File: config.mk
export PLATFORM = sky130hd
export DESIGN_NAME = keypad_scanner
export DESIGN_NICKNAME = d
export VERILOG_FILES = /design/src/rtl/keypad_scanner.sv
export SDC_FILE = /design/constraint.sdc
export NUM_CORES = 1
export LEC_CHECK = 0
export BUFFER_PORTS_ARGS = -buffer_cell sky130_fd_sc_hd__buf_2
export CAP_MARGIN = 0
export CORE_ASPECT_RATIO = 1.1
export CORE_MARGIN = 2
export CORE_UTILIZATION = 53
export CTS_CLUSTER_SIZE = 8
export DETAILED_ROUTE_END_ITERATION = 8
export PLACE_DENSITY = 0.84
export SYNTH_ARGS = -nofsm -noshare
export SYNTH_HDL_FRONTEND = slang
export SYNTH_SLANG_ARGS = --single-unit
File: constraint.sdc
create_clock -name clk -period 2.1 [get_ports clk]
set_input_delay 0.42 -clock clk [delete_from_list [all_inputs] [get_ports clk]]
set_output_delay 0.42 -clock clk [all_outputs]
set_load 0.03 [all_outputs]
File: src/rtl/keypad_scanner.sv
// keypad_scanner: 4x4 matrix scanner with debounce and valid/ready press events.
// Optional auto-repeat of a held key when KEYPAD_REPEAT_EN is defined.
module keypad_scanner #(
    parameter int SCAN_DIV        = 1000,
    parameter int DEBOUNCE_FRAMES = 4,
    parameter int REPEAT_FRAMES   = 64
) (
    input  logic       clk,
    input  logic       rst_n,
    output logic [3:0] row,
    input  logic [3:0] col,
    output logic [3:0] key_code,
    output logic       key_valid,
    input  logic       key_ready,
    output logic       key_down,
    output logic [3:0] held_code,
    output logic       overrun
);

    localparam int DW = (SCAN_DIV > 1) ? $clog2(SCAN_DIV) : 1;

    typedef enum logic [1:0] {
        IDLE    = 2'd0,
        DEB     = 2'd1,
        PRESSED = 2'd2,
        REL     = 2'd3
    } state_t;

    function automatic logic [1:0] low_col(input logic [3:0] c);
        logic [1:0] r;
        r = 2'd0;
        for (int i = 3; i >= 0; i--) begin
            if (!c[i]) r = i[1:0];
        end
        return r;
    endfunction

    logic [3:0]    sync1;
    logic [3:0]    sync2;
    logic [DW-1:0] div;
    logic [1:0]    row_idx;
    logic          acc_hit;
    logic [3:0]    acc_code;

    logic          slot_end;
    logic          frame_end;
    logic          row_hit;
    logic [3:0]    row_code;
    logic          fr_hit;
    logic [3:0]    fr_code;

    assign slot_end  = (div == DW'(SCAN_DIV - 1));
    assign frame_end = slot_end && (row_idx == 2'd3);
    assign row_hit   = (sync2 != 4'hF);
    assign row_code  = {row_idx, low_col(sync2)};
    // Earlier rows win; row 3 only counts when nothing was seen before it.
    assign fr_hit    = acc_hit | row_hit;
    assign fr_code   = acc_hit ? acc_code : row_code;

    // Column synchronizer, slot divider, row rotation and per-frame key capture
    always_ff @(posedge clk) begin
        if (!rst_n) begin
            sync1    <= 4'hF;
            sync2    <= 4'hF;
            div      <= '0;
            row_idx  <= 2'd0;
            row      <= 4'b1110;
            acc_hit  <= 1'b0;
            acc_code <= 4'd0;
        end else begin
            sync1 <= col;
            sync2 <= sync1;
            if (slot_end) begin
                div     <= '0;
                row_idx <= row_idx + 2'd1;
                row     <= {row[2:0], row[3]};
                if (frame_end) begin
                    acc_hit  <= 1'b0;
                    acc_code <= 4'd0;
                end else if (!acc_hit && row_hit) begin
                    acc_hit  <= 1'b1;
                    acc_code <= row_code;
                end
            end else begin
                div <= div + DW'(1);
            end
        end
    end

    state_t     state;
    state_t     state_n;
    logic [3:0] cand;
    logic [3:0] cnt;
    logic [3:0] rcnt;
    logic       same;
    logic       deb_done;
    logic       rel_done;

    logic       cand_ld;
    logic       cnt_inc;
    logic       rcnt_set;
    logic       rcnt_inc;
    logic       press;
    logic       release_k;
    logic       rep_fire;

    assign same     = fr_hit && (fr_code == cand);
    assign deb_done = (cnt == 4'(DEBOUNCE_FRAMES - 1));
    assign rel_done = (rcnt == 4'(DEBOUNCE_FRAMES - 1));

    // Debounce state register
    always_ff @(posedge clk) begin
        if (!rst_n) state <= IDLE;
        else        state <= state_n;
    end

    // Debounce next-state, advanced only at frame end
    always_comb begin
        state_n = state;
        if (frame_end) begin
            unique case (state)
                IDLE:    if (fr_hit) state_n = DEB;
                DEB: begin
                    if (!fr_hit)               state_n = IDLE;
                    else if (same && deb_done) state_n = PRESSED;
                end
                PRESSED: if (!same) state_n = REL;
                REL: begin
                    if (same)          state_n = PRESSED;
                    else if (rel_done) state_n = IDLE;
                end
            endcase
        end
    end

    // Debounce control strobes for the datapath
    always_comb begin
        cand_ld   = 1'b0;
        cnt_inc   = 1'b0;
        rcnt_set  = 1'b0;
        rcnt_inc  = 1'b0;
        press     = 1'b0;
        release_k = 1'b0;
        if (frame_end) begin
            unique case (state)
                IDLE: cand_ld = fr_hit;
                DEB: begin
                    if (fr_hit && !same) cand_ld = 1'b1;
                    else if (same && deb_done) press = 1'b1;
                    else if (same) cnt_inc = 1'b1;
                end
                PRESSED: rcnt_set = !same;
                REL: begin
                    if (!same && rel_done) release_k = 1'b1;
                    else if (!same) rcnt_inc = 1'b1;
                end
            endcase
        end
    end

`ifdef KEYPAD_REPEAT_EN
    logic [7:0] rep_cnt;
    logic       hold;

    assign hold     = frame_end && (state == PRESSED) && same;
    assign rep_fire = hold && (rep_cnt == 8'(REPEAT_FRAMES - 1));

    // Repeat timer: restarts on a fresh press, keeps its count across a REL dip
    always_ff @(posedge clk) begin
        if (!rst_n)        rep_cnt <= 8'd0;
        else if (press)    rep_cnt <= 8'd0;
        else if (rep_fire) rep_cnt <= 8'd0;
        else if (hold)     rep_cnt <= rep_cnt + 8'd1;
    end
`else
    assign rep_fire = 1'b0;
`endif

    logic       evt;
    logic [3:0] evt_code;

    // Candidate, frame counters, held key and one-cycle event request
    always_ff @(posedge clk) begin
        if (!rst_n) begin
            cand      <= 4'd0;
            cnt       <= 4'd0;
            rcnt      <= 4'd0;
            key_down  <= 1'b0;
            held_code <= 4'd0;
            evt       <= 1'b0;
            evt_code  <= 4'd0;
        end else begin
            evt <= press | rep_fire;
            if (press)         evt_code <= cand;
            else if (rep_fire) evt_code <= held_code;
            if (cand_ld) begin
                cand <= fr_code;
                cnt  <= 4'd1;
            end else if (cnt_inc) begin
                cnt <= cnt + 4'd1;
            end
            if (rcnt_set)      rcnt <= 4'd1;
            else if (rcnt_inc) rcnt <= rcnt + 4'd1;
            if (press) begin
                key_down  <= 1'b1;
                held_code <= cand;
            end else if (release_k) begin
                key_down <= 1'b0;
            end
        end
    end

    // Event handshake: load, drop on busy (sticky overrun), or retire on accept
    always_ff @(posedge clk) begin
        if (!rst_n) begin
            key_valid <= 1'b0;
            key_code  <= 4'd0;
            overrun   <= 1'b0;
        end else if (evt) begin
            if (!key_valid || key_ready) begin
                key_valid <= 1'b1;
                key_code  <= evt_code;
            end else begin
                overrun <= 1'b1;
            end
        end else if (key_valid && key_ready) begin
            key_valid <= 1'b0;
        end
    end

endmodule

==> impl_summary.txt, run 1 <==
----------------------------------------------------
[Timing]
  Relative slew slack ... about 63%
  Final count of hold timing violations ... 0
  Worst hold slack across all endpoints ... about 0.28 ns
  Post-route clock period utilization ... between 90% and 100%
  Total negative slack for setup checks ... 0 ns
  Slew of the pin with the lowest slew margin ... 0.544 ns
  Tmin final ... approximately 2 ns
  Top achievable clock speed ... around 500 MHz
  Final Slew Violations ... 0
  Setup violation total in the final timing report ... 0
  Clock Skew ... approximately 0.0037 ns

[Global route]
  Antenna violations before repair ... 0
  Gr usage total ... between 10% and 20%
  Global-route congestion overflow total ... 0
  Via count of the first global-routing pass ... 1891
  Global-route wire length before repair ... between 8000 and 9000 µm
  Maximum number of pins on one net before global-route repair ... 27

[Power]
  Comb pwr share ... roughly 5.9%
  Total power per unit cell area ... about 600 nW/µm²
  Clock power share ... around a third
  Relative contribution of sequential cells to total power ... between 60 and 70%
  Switching part of the total power ... 23.1%
  Switching Power ... 0.400 mW
  Worst vdd rail ir drop ... between 0.4 and 0.5 mV
  Pint ... ~1.3 mW
  Standby leakage power ... 1.16 nW

[Worst hold path]
  Hold crit path type ... input pin to flip-flop
  Hold path start ... col[2]

[Clock network]
  CTS Sinks ... 55
  Number of buffers on the longest clock path ... 2
  Root buf cell ... sky130_fd_sc_hd__clkbuf_8
  Clock tree from TritonCTS ... built
  Clock buffers created by TritonCTS ... 5
  Clock latency reported for the late side of the worst-skew pair ... between 0.3 and 0.4 ns
  Clock-pin slew on the worst setup and hold paths ... ~0.090 ns
  Number of hold buffers added after CTS ... 0
  Number of levels in the clock H-tree ... 2

[Place]
  Count of input and output buffers ... 21
  Total placed instance area ... about 2800 µm²
  Final estimated routing congestion in global placement ... about 0.85
  Half-perimeter wire length after placement ... 3600 µm

[Die]
  Overall die area ... 5410 µm²
  Area inside the core boundary ... 4650 µm²
  Chip Height ... a little under 80 µm
  Site Rows ... 26
  Initial Util ... a little under three fifths
  I/O Pins ... 22
  Chip width ... between 70 and 80 µm

[Synthesis]
  Top cell type by total area after synthesis ... sky130_fd_sc_hd__dfxtp_1
  Number of storage elements in the synthesis netlist ... between 50 and 60
  Cells taking the most area after synthesis ... sky130_fd_sc_hd__dfxtp_1, sky130_fd_sc_hd__nand2_1, sky130_fd_sc_hd__nor2_1
  Average instance area after synthesis ... 8.93 µm²
  Share of the yosys chip area belonging to registers ... ~43%
  Number of distinct library cell variants in the gate-level netlist after synthesis ... 52
  Top-area cell type share of the netlist area ... 42.9%
  Area of the mapped netlist ... between 2000 and 3000 µm²
  Number of enable-type register cells in the synthesized netlist ... 0
  Dominant register cell in the synthesized netlist ... sky130_fd_sc_hd__dfxtp_1
  Warning count from the yosys run ... 0
  Share of flip-flops with an asynchronous set or reset after synthesis ... 0%
  Syn Nets ... around 300
  Count of mapped cells out of synthesis ... 287

[Detailed routing]
  Average detailed-routed wire length per instance ... between 10 and 15 µm
  Initial DRT Pass Iterations ... 5
  Final Routed Wirelength ... about 5200 µm
  Total number of vias ... between 2000 and 2500
  Remaining antenna violation count after routing ... 0
  DRC errors left ... 0
  Detailed-route vias per instance ... between 5 and 6
  Drt first-iter violations ... 135

[Setup path]
  Worst-path maximum fanout ... 9
  Worst flop-to-flop path startpoint ... sync2[1]
  WS Path Type ... flip-flop to flip-flop
  Element type at the critical path start ... flip-flop
  Crit. Startpoint ... sync2[1]
  Required time reported for the critical path endpoint ... ~2.3 ns
  Kind of end point of the critical path ... flip-flop
  Worst stage delay on the critical path ... 0.44 ns
  CP arrival ... ~2.2 ns
  CP max stage cell ... sky130_fd_sc_hd__dfxtp_1
  Series of cell instances along the critical path ... nand2_1 -> o31ai_4 -> xnor2_4 -> a311oi_4 -> buf_4 -> a221o_2

[Finish]
  FILL cells ... 387
  ANT cells ... 0
  Post-layout net count ... 324
  Area taken by multi-input logic gates ... 1450 µm²
  Final instance area ... 2910 µm²
  Register cell area after layout ... ~1100 µm²
  Area growth from synthesis to layout ... 13.7%
  Share of cells above drive strength 1 ... slightly above 20%

[Run]
  Maximum Capacitance Violations ... 0

[Status]
  Outcome ... complete, no violations

----------------------------------------------------
==> cell usage in the layout, fill, tap and decap left out, types with 5 or more instances in the layout <==
cell type	count
sky130_fd_sc_hd__and3_1	7
sky130_fd_sc_hd__clkbuf_8	5
sky130_fd_sc_hd__nor3_1	6
sky130_fd_sc_hd__mux2i_1	8
sky130_fd_sc_hd__buf_2	21
sky130_fd_sc_hd__nand2b_1	10
sky130_fd_sc_hd__nand3_1	16
sky130_fd_sc_hd__inv_1	5
sky130_fd_sc_hd__dfxtp_1	54
sky130_fd_sc_hd__o21ai_0	6
sky130_fd_sc_hd__buf_4	10
sky130_fd_sc_hd__nand2_1	36
sky130_fd_sc_hd__a21oi_1	15
sky130_fd_sc_hd__nand4_1	8
sky130_fd_sc_hd__nor2_1	31
sky130_fd_sc_hd__xnor2_1	7
==> worst max-delay path: cells and delay by family (launching register included) <==
family,cells,cell delay (ns)
buf+inv,1,0.19
xor+xnor,1,0.22
simple gates,1,0.14
compound gates,3,0.91
flops,1,0.44
==> stage by stage <==
stage          power (mW)  utilization (%)  instances  worst slack, ns
2_1_floorplan        1.15                -        287           0.0687
3_3_place_gp         1.18             59.2        361            0.111
3_5_place_dp         1.18             59.2        361           0.0765
4_1_cts              1.73             61.0        369           0.0548
5_1_grt              1.80             62.6        370          -0.0230
6_report             1.73             62.6        370           0.0901
==> metal layers <==
layer / global-route usage (%) / vias up / wire (µm)
met1: 23.5 / 965 / 2250
met4: 5.19 / 0 / 111
met5: 0 / - / 0
li1: - / 1071 / -
met3: 4.34 / 11 / 224
met2: 32.4 / 55 / 2630
==> cells in the mapped netlist, drive strengths merged (4+ instances only) <==
| master | instances |
|---|---|
| nand2 | 36 |
| nand4 | 9 |
| nand2b | 10 |
| o21ai | 6 |
| and4 | 4 |
| ha | 4 |
| nand3 | 16 |
| nor2 | 31 |
| nor3 | 7 |
| clkbuf | 11 |
| mux2i | 11 |
| and3 | 9 |
| xnor2 | 10 |
| dfxtp | 55 |
| inv | 6 |
| a21oi | 15 |
==> final timing paths <==
kind,endpoint,slack [ns],cells past startpoint
worst min register to register,sync2[3],0.41,1
worst min-delay path,sync1[2],0.28,2
worst max-delay path,rcnt[3],0.09,6
worst max register to register,rcnt[3],0.09,6
==> final cells by class <==
class / instances / share of cell area [%]
clock inverter: 2 / 0.429
multi-input combinational: 214 / 49.9
tap: 56 / 2.40
timing repair buffer: 31 / 6.18
inverter: 6 / 0.773
clock buffer: 6 / 2.49
sequential: 55 / 37.8
==> timing repair <==
item	4_1_cts	5_1_grt
setup endpoints to repair	0	9
gates resized for setup	0	11
buffers inserted	0	1
==> logic make-up (layout without fill, tap and decap cells) <==
kind of cell | Yosys count | after routing | share of synthesized area (%)
xor gates and xnor gates | 13 | 13 | 5.32
DFF | 55 | 55 | 42.9
buffers and inverters | 18 | 45 | 2.93
adders and majority gates | 4 | 4 | 1.95
AOI/OAI and AO/OA | 44 | 44 | 12.8
and+or+nand+nor | 141 | 141 | 29.0
muxes | 12 | 12 | 5.03
==> sequential cells by signal, summed over array words and instances, names as in the netlist, 4 cells and up <==
name / count
sync1: 4
sync2: 4
evt_code: 4
div: 10
key_code: 4
row: 4
acc_code: 4
cand: 4
rcnt: 4
cnt: 4
==> power by group through the flow <==
stage / clock [mW] / combinational [mW] / sequential [mW]
after detailed placement: 0 / 0.0927 / 1.09
after floorplan: 0 / 0.0691 / 1.08
after global routing: 0.624 / 0.113 / 1.06
after global placement: 0 / 0.0910 / 1.09
final: 0.565 / 0.103 / 1.06
after CTS: 0.578 / 0.0934 / 1.06
Note: power is estimated with default switching activity, not from simulation.
==> run 2, diff against run 1 <==
- clock period: 2.1 -> 1.8 ns (I/O delays scaled with it)
==> impl_summary.txt, run 2 (synthesized netlist as in run 1, its figures left out) <==
----------------------------------------------------
[Status]
  Outcome ... finished with violations
  Violations in the final reports ... setup timing

[Place]
  Count of input and output buffers ... 21 (unchanged)
  Total placed instance area ... 3050 µm² (+11%)
  Placement-stage worst setup slack ... -0.179 ns (-0.256 ns)
  Final estimated routing congestion in global placement ... 0.965 (+14%)
  Half-perimeter wire length after placement ... 3980 µm (+11%)

[Finish]
  Most frequent standard cell in the layout excluding fill and tap cells ... sky130_fd_sc_hd__dfxtp_1
  Post-layout net count ... 365 (+13%)
  Largest register by flop count ... div
  Final instance area ... 3370 µm² (+16%)
  ANT cells ... 0 (unchanged)
  Register cell area after layout ... 1110 µm² (+0.57%)
  Final core utilization ... 72.5% (+9.9 points)
  FILL cells ... 344 (-11%)
  Area taken by multi-input logic gates ... 1580 µm² (+8.5%)
  Area growth from synthesis to layout ... 31.6%
  Share of cells above drive strength 1 ... 35.8% (+15 points)
  Leading cell types in the layout, fill and taps excluded ... sky130_fd_sc_hd__dfxtp_1, sky130_fd_sc_hd__buf_4, sky130_fd_sc_hd__nand2_1
  Largest register FFs ... 10 (unchanged)

[Clock network]
  Number of buffers on the longest clock path ... 2 (unchanged)
  Number of levels in the clock H-tree ... 2 (unchanged)
  Number of hold buffers added after CTS ... 0 (unchanged)
  Clock buffers created by TritonCTS ... 5 (unchanged)
  Clock-pin slew on the worst setup and hold paths ... 0.10 ns (about the same)
  Clock tree from TritonCTS ... built
  CTS Sinks ... 55 (unchanged)
  Root buf cell ... sky130_fd_sc_hd__clkbuf_8
  Clock latency reported for the late side of the worst-skew pair ... 0.31 ns (about the same)

[Die]
  Overall die area ... 5410 µm² (unchanged)
  I/O Pins ... 22 (unchanged)
  Chip Height ... 76.9 µm (unchanged)
  Chip width ... 70.3 µm (unchanged)
  Area inside the core boundary ... 4650 µm² (unchanged)
  Site Rows ... 26 (unchanged)
  Initial Util ... 55.1% (unchanged)

[Run]
  Maximum Capacitance Violations ... 0 (unchanged)

[Timing]
  Final Slew Violations ... 0 (unchanged)
  Tmin final ... 2.00 ns (-0.0129 ns)
  Final count of hold timing violations ... 0 (unchanged)
  Clock Skew ... 0.00975 ns (+0.00605 ns)
  Unrepaired setup endpoints after global routing ... yes
  Setup violation total in the final timing report ... 15 (+15)
  Worst hold slack across all endpoints ... 0.224 ns (-0.0601 ns)
  Slew of the pin with the lowest slew margin ... 0.422 ns (-0.122 ns)
  Top achievable clock speed ... 501 MHz (+0.65%)
  Relative slew slack ... 71.6% (+8.2 points)
  Post-route clock period utilization ... 111% (+15 points)
  Final setup slack of the worst path ... -0.197 ns (-0.287 ns)

[Setup path]
  Worst flop-to-flop path startpoint ... row_idx[1]
  WS Path Type ... flip-flop to flip-flop
  CP arrival ... 2.18 ns (-0.03 ns)
  Slack of the worst reg-to-reg path ... -0.20 ns (-0.29 ns)
  Worst reg2reg endpoint ... state[0]
  Worst-path maximum fanout ... 4 (-5)
  Kind of end point of the critical path ... flip-flop
  Worst Reg-to-Reg Cells ... 7 (+1)
  Element type at the critical path start ... flip-flop
  Required time reported for the critical path endpoint ... 1.99 ns (-0.31 ns)

[Power]
  Total power per unit cell area ... 620 nW/µm² (+4.4%)
  Standby leakage power ... 1.41 nW (+21%)
  Overall power consumption ... 2.09 mW (+21%)
  Worst vdd rail ir drop ... 0.403 mV (-12%)

[Worst hold path]
  Worst hold stages ... 2 (unchanged)
  Hold crit path type ... input pin to flip-flop
  Hold endpoint ... sync1[0]
  Hold path start ... col[0]

[Detailed routing]
  Remaining antenna violation count after routing ... 0 (unchanged)
  Drt first-iter violations ... 179 (+33%)
  Total number of vias ... 2335 (+11%)
  DRC errors left ... 0 (unchanged)
  Final Routed Wirelength ... 5890 µm (+13%)
  Detailed-route vias per instance ... 5.68 (about the same)
  Average detailed-routed wire length per instance ... 14.3 µm (+1.5%)
  Initial DRT Pass Iterations ... 4 (-1)

[Global route]
  Maximum number of pins on one net before global-route repair ... 19 (-30%)
  Global-route congestion overflow total ... 0 (unchanged)
  Via count of the first global-routing pass ... 2092 (+11%)
  Gr usage total ... 20.8% (+1.9 points)
  Antenna violations before repair ... 0 (unchanged)
  Global-route wire length before repair ... 9170 µm (+11%)

----------------------------------------------------
-- run 2: cell count changes in the layout (fill, tap and decap cells not counted), moves of 3 or more --
| cell | before | now |
|---|---|---|
| sky130_fd_sc_hd__a21oi_2 | 0 | 3 |
| sky130_fd_sc_hd__nor3_1 | 6 | 3 |
| sky130_fd_sc_hd__buf_4 | 10 | 47 |
| sky130_fd_sc_hd__buf_6 | 0 | 4 |
| sky130_fd_sc_hd__xnor2_2 | 1 | 4 |
| sky130_fd_sc_hd__a21oi_1 | 15 | 12 |
| sky130_fd_sc_hd__dfxtp_1 | 54 | 51 |
-- run 2: per-layer routing --
metal	vias up	global-route usage, %	wire length [µm]
met2	45	35.2	3130
met1	1121	26.3	2510
met5	-	0	0
li1	1163	-	-
met4	0	6.92	61
met3	6	4.07	180
-- run 2: what timing repair did --
action	4_1_cts	5_1_grt
hold endpoints to repair	0	0
setup endpoints to repair	18	21
setup buffers	1	4
pin swaps	10	10
gates resized for setup	13	29
-- run 2: cell type report --
class | count | share of cell area, %
Multi-Input combinational cell | 214 | 46.8
Sequential cell | 55 | 32.9
Timing Repair Buffer | 72 | 14.9
Tap cell | 56 | 2.08
Clock buffer | 5 | 2.04
Clock inverter | 3 | 0.668
Inverter | 6 | 0.668
-- run 2: how the worst max path moves through the flow --
| stage | from | to | slack, ns | cells after the start |
|---|---|---|---|---|
| after CTS | acc_hit | rcnt[0] | -0.11 | 6 |
| final | row_idx[1] | state[0] | -0.20 | 7 |
| after floorplan | acc_hit | rcnt[0] | -0.13 | 7 |
| after global routing | row_idx[0] | state[1] | -0.31 | 6 |
| after detailed placement | acc_hit | rcnt[0] | -0.18 | 6 |
| after global placement | acc_hit | rcnt[0] | -0.09 | 6 |
-- run 2: where the power goes --
group / total, mW / switching, mW / internal [mW]
Sequential: 1.24 / 0.00887 / 1.23
Clock: 0.691 / 0.411 / 0.280
Combinational: 0.160 / 0.0860 / 0.0744
Total: 2.09 / 0.506 / 1.58
-- run 2: worst max-delay path, stage by stage (launching register included) --
cell and delay (ns):
sky130_fd_sc_hd__dfxtp_1 0.43, sky130_fd_sc_hd__ha_1 0.32, sky130_fd_sc_hd__nand4_1 0.21, sky130_fd_sc_hd__nor4_4 0.33, sky130_fd_sc_hd__a32oi_2 0.19, sky130_fd_sc_hd__buf_4 0.17, sky130_fd_sc_hd__a31oi_1 0.14, sky130_fd_sc_hd__a21oi_1 0.09
-- run 2: per-stage QoR --
stage          TNS [ns]  std cells
5_1_grt           -2.86        411
2_1_floorplan    -0.190        287
3_3_place_gp     -0.374        398
4_1_cts          -0.719        407
3_5_place_dp      -1.73        398
6_report          -1.21        411
==> run 3, diff against run 2 <==
- RECOVER_POWER: unset -> 25
==> impl_summary.txt, run 3 (synthesized netlist as in run 1, its figures left out) <==
----------------------------------------------------
[Detailed routing]
  DRC errors left ... 0 (unchanged)
  Total number of vias ... 2329 (-0.26%)
  Drt first-iter violations ... 138 (-23%)
  Average detailed-routed wire length per instance ... 14.4 µm (+0.32%)
  Initial DRT Pass Iterations ... 4 (unchanged)
  Final Routed Wirelength ... 5910 µm (+0.32%)
  Detailed-route vias per instance ... 5.67 (-0.26%)
  Remaining antenna violation count after routing ... 0 (unchanged)

[Clock network]
  Number of hold buffers added after CTS ... 0 (unchanged)
  Root buf cell ... sky130_fd_sc_hd__clkbuf_8
  Number of levels in the clock H-tree ... 2 (unchanged)
  Clock latency reported for the late side of the worst-skew pair ... 0.31 ns (about the same)
  Clock buffers created by TritonCTS ... 5 (unchanged)
  Number of buffers on the longest clock path ... 2 (unchanged)
  CTS Sinks ... 55 (unchanged)
  Clock tree from TritonCTS ... built
  Clock-pin slew on the worst setup and hold paths ... 0.10 ns (about the same)

[Setup path]
  Required time reported for the critical path endpoint ... 1.99 ns (about the same)
  Worst-path maximum fanout ... 4 (unchanged)
  WS Path Type ... flip-flop to flip-flop
  Series of cell instances along the critical path ... ha_1 -> nand4_1 -> nor4_4 -> a32oi_2 -> buf_4 -> a31oi_1 -> a21oi_1
  Element type at the critical path start ... flip-flop
  CP arrival ... 2.18 ns (about the same)
  CP max stage cell ... sky130_fd_sc_hd__dfxtp_1
  Kind of end point of the critical path ... flip-flop
  Slack of the worst reg-to-reg path ... -0.19 ns (about the same)
  Worst stage delay on the critical path ... 0.43 ns (about the same)

[Die]
  I/O Pins ... 22 (unchanged)
  Overall die area ... 5410 µm² (unchanged)
  Chip width ... 70.3 µm (unchanged)
  Initial Util ... 55.1% (unchanged)
  Area inside the core boundary ... 4650 µm² (unchanged)
  Site Rows ... 26 (unchanged)
  Chip Height ... 76.9 µm (unchanged)

[Run]
  Maximum Capacitance Violations ... 0 (unchanged)

[Place]
  Final estimated routing congestion in global placement ... 0.965 (unchanged)
  Count of input and output buffers ... 21 (unchanged)
  Total placed instance area ... 3050 µm² (unchanged)
  Number of cells in the design after placement ... 398 (unchanged)
  Half-perimeter wire length after placement ... 3980 µm (unchanged)

[Power]
  Total power per unit cell area ... 621 nW/µm² (+0.17%)
  Standby leakage power ... 1.39 nW (-1.4%)
  Worst vdd rail ir drop ... 0.401 mV (-0.42%)
  Overall power consumption ... 2.08 mW (-0.24%)

[Finish]
  Post-layout net count ... 365 (unchanged)
  Final cell count without fillers ... 411 (unchanged)
  Largest register by flop count ... div
  Largest register FFs ... 10 (unchanged)
  Leading cell types in the layout, fill and taps excluded ... sky130_fd_sc_hd__dfxtp_1, sky130_fd_sc_hd__buf_4, sky130_fd_sc_hd__nand2_1
  Area growth from synthesis to layout ... 31.0%
  Most frequent standard cell in the layout excluding fill and tap cells ... sky130_fd_sc_hd__dfxtp_1
  Share of cells above drive strength 1 ... 34.4% (-1.4 points)
  ANT cells ... 0 (unchanged)
  Final instance area ... 3360 µm² (-0.41%)

[Timing]
  Final count of hold timing violations ... 0 (unchanged)
  Unrepaired setup endpoints after global routing ... yes
  Final Slew Violations ... 0 (unchanged)
  Worst hold slack across all endpoints ... 0.225 ns (+0.000270 ns)
  Post-route clock period utilization ... 111% (-0.29 points)
  Tmin final ... 1.99 ns (-0.00516 ns)
  Setup violation total in the final timing report ... 16 (+1)
  Total negative slack for setup checks ... -1.29 ns (-0.0827 ns)
  Top achievable clock speed ... 502 MHz (+0.26%)
  Clock Skew ... 0.00956 ns (-0.000189 ns)
  Slew of the pin with the lowest slew margin ... 0.423 ns (+0.000662 ns)
  Final setup slack of the worst path ... -0.192 ns (+0.00516 ns)
  Relative slew slack ... 71.5% (about the same)

[Worst hold path]
  Hold crit path type ... input pin to flip-flop

[Global route]
  Antenna violations before repair ... 0 (unchanged)
  Global-route wire length before repair ... 9170 µm (unchanged)
  Gr usage total ... 20.8% (unchanged)
  Via count of the first global-routing pass ... 2092 (unchanged)
  Global-route congestion overflow total ... 0 (unchanged)
  Maximum number of pins on one net before global-route repair ... 19 (unchanged)

[Status]
  Outcome ... finished with violations
  Violations in the final reports ... setup timing

----------------------------------------------------
[run 3: cell types whose count changed in the layout (fill, tap and decap cells not counted), sizes merged]
cell / before / now
buf: 72 / 66
clkbuf: 5 / 11
[run 3: per-stage QoR]
stage	setup slack (ns)	util [%]
global placement	-0.0911	65.6
CTS	-0.108	69.0
floorplan	-0.127	-
finish	-0.192	72.2
global route	-0.306	72.2
detailed placement	-0.179	65.6
[run 3: critical path, delay by kind of cell (launching register included)]
kind | cells | cell delay, ns
buffers and inverters | 1 | 0.17
adders and majority gates | 1 | 0.32
and+or+nand+nor | 2 | 0.54
DFF | 1 | 0.43
AOI/OAI and AO/OA | 3 | 0.42
[run 3: cell type report]
| type | instances | area, µm² |
|---|---|---|
| tap | 56 | 70.1 |
| fill | 349 | 1290 |
| timing repair buffer | 72 | 489 |
| multi-input combinational | 214 | 1580 |
| sequential | 55 | 1110 |
| inverter | 6 | 22.5 |
| clock buffer | 5 | 68.8 |
| clock inverter | 3 | 22.5 |
[run 3: what timing repair did]
item	4_1_cts	5_1_grt
setup buffers	1	4
pin swaps	10	10
gates resized for setup	13	29
endpoints found under the hold margin	0	0
setup endpoints to repair	18	21
[run 3: power breakdown]
group	total (mW)	leakage [nW]	switching, mW	internal [mW]
Sequential	1.24	0.446	0.00883	1.23
Clock	0.689	0.0485	0.409	0.280
Combinational	0.158	0.893	0.0863	0.0714
[run 3: final timing paths]
path | from | endpoint | depth (start not counted)
max | row_idx[1] | state[0] | 7
min | col[0] | sync1[0] | 2
max reg2reg | row_idx[1] | state[0] | 7
min reg2reg | sync1[2] | sync2[2] | 1
[run 3: layer usage]
layer / track usage (%) / part of all wire, % / wire length, µm / vias to the layer above
met5: 0 / 0 / 0 / -
met4: 6.92 / 1.4 / 82 / 0
li1: - / - / - / 1165
met1: 26.3 / 43 / 2540 / 1113
met2: 35.2 / 52 / 3100 / 41
met3: 4.07 / 3.1 / 183 / 10
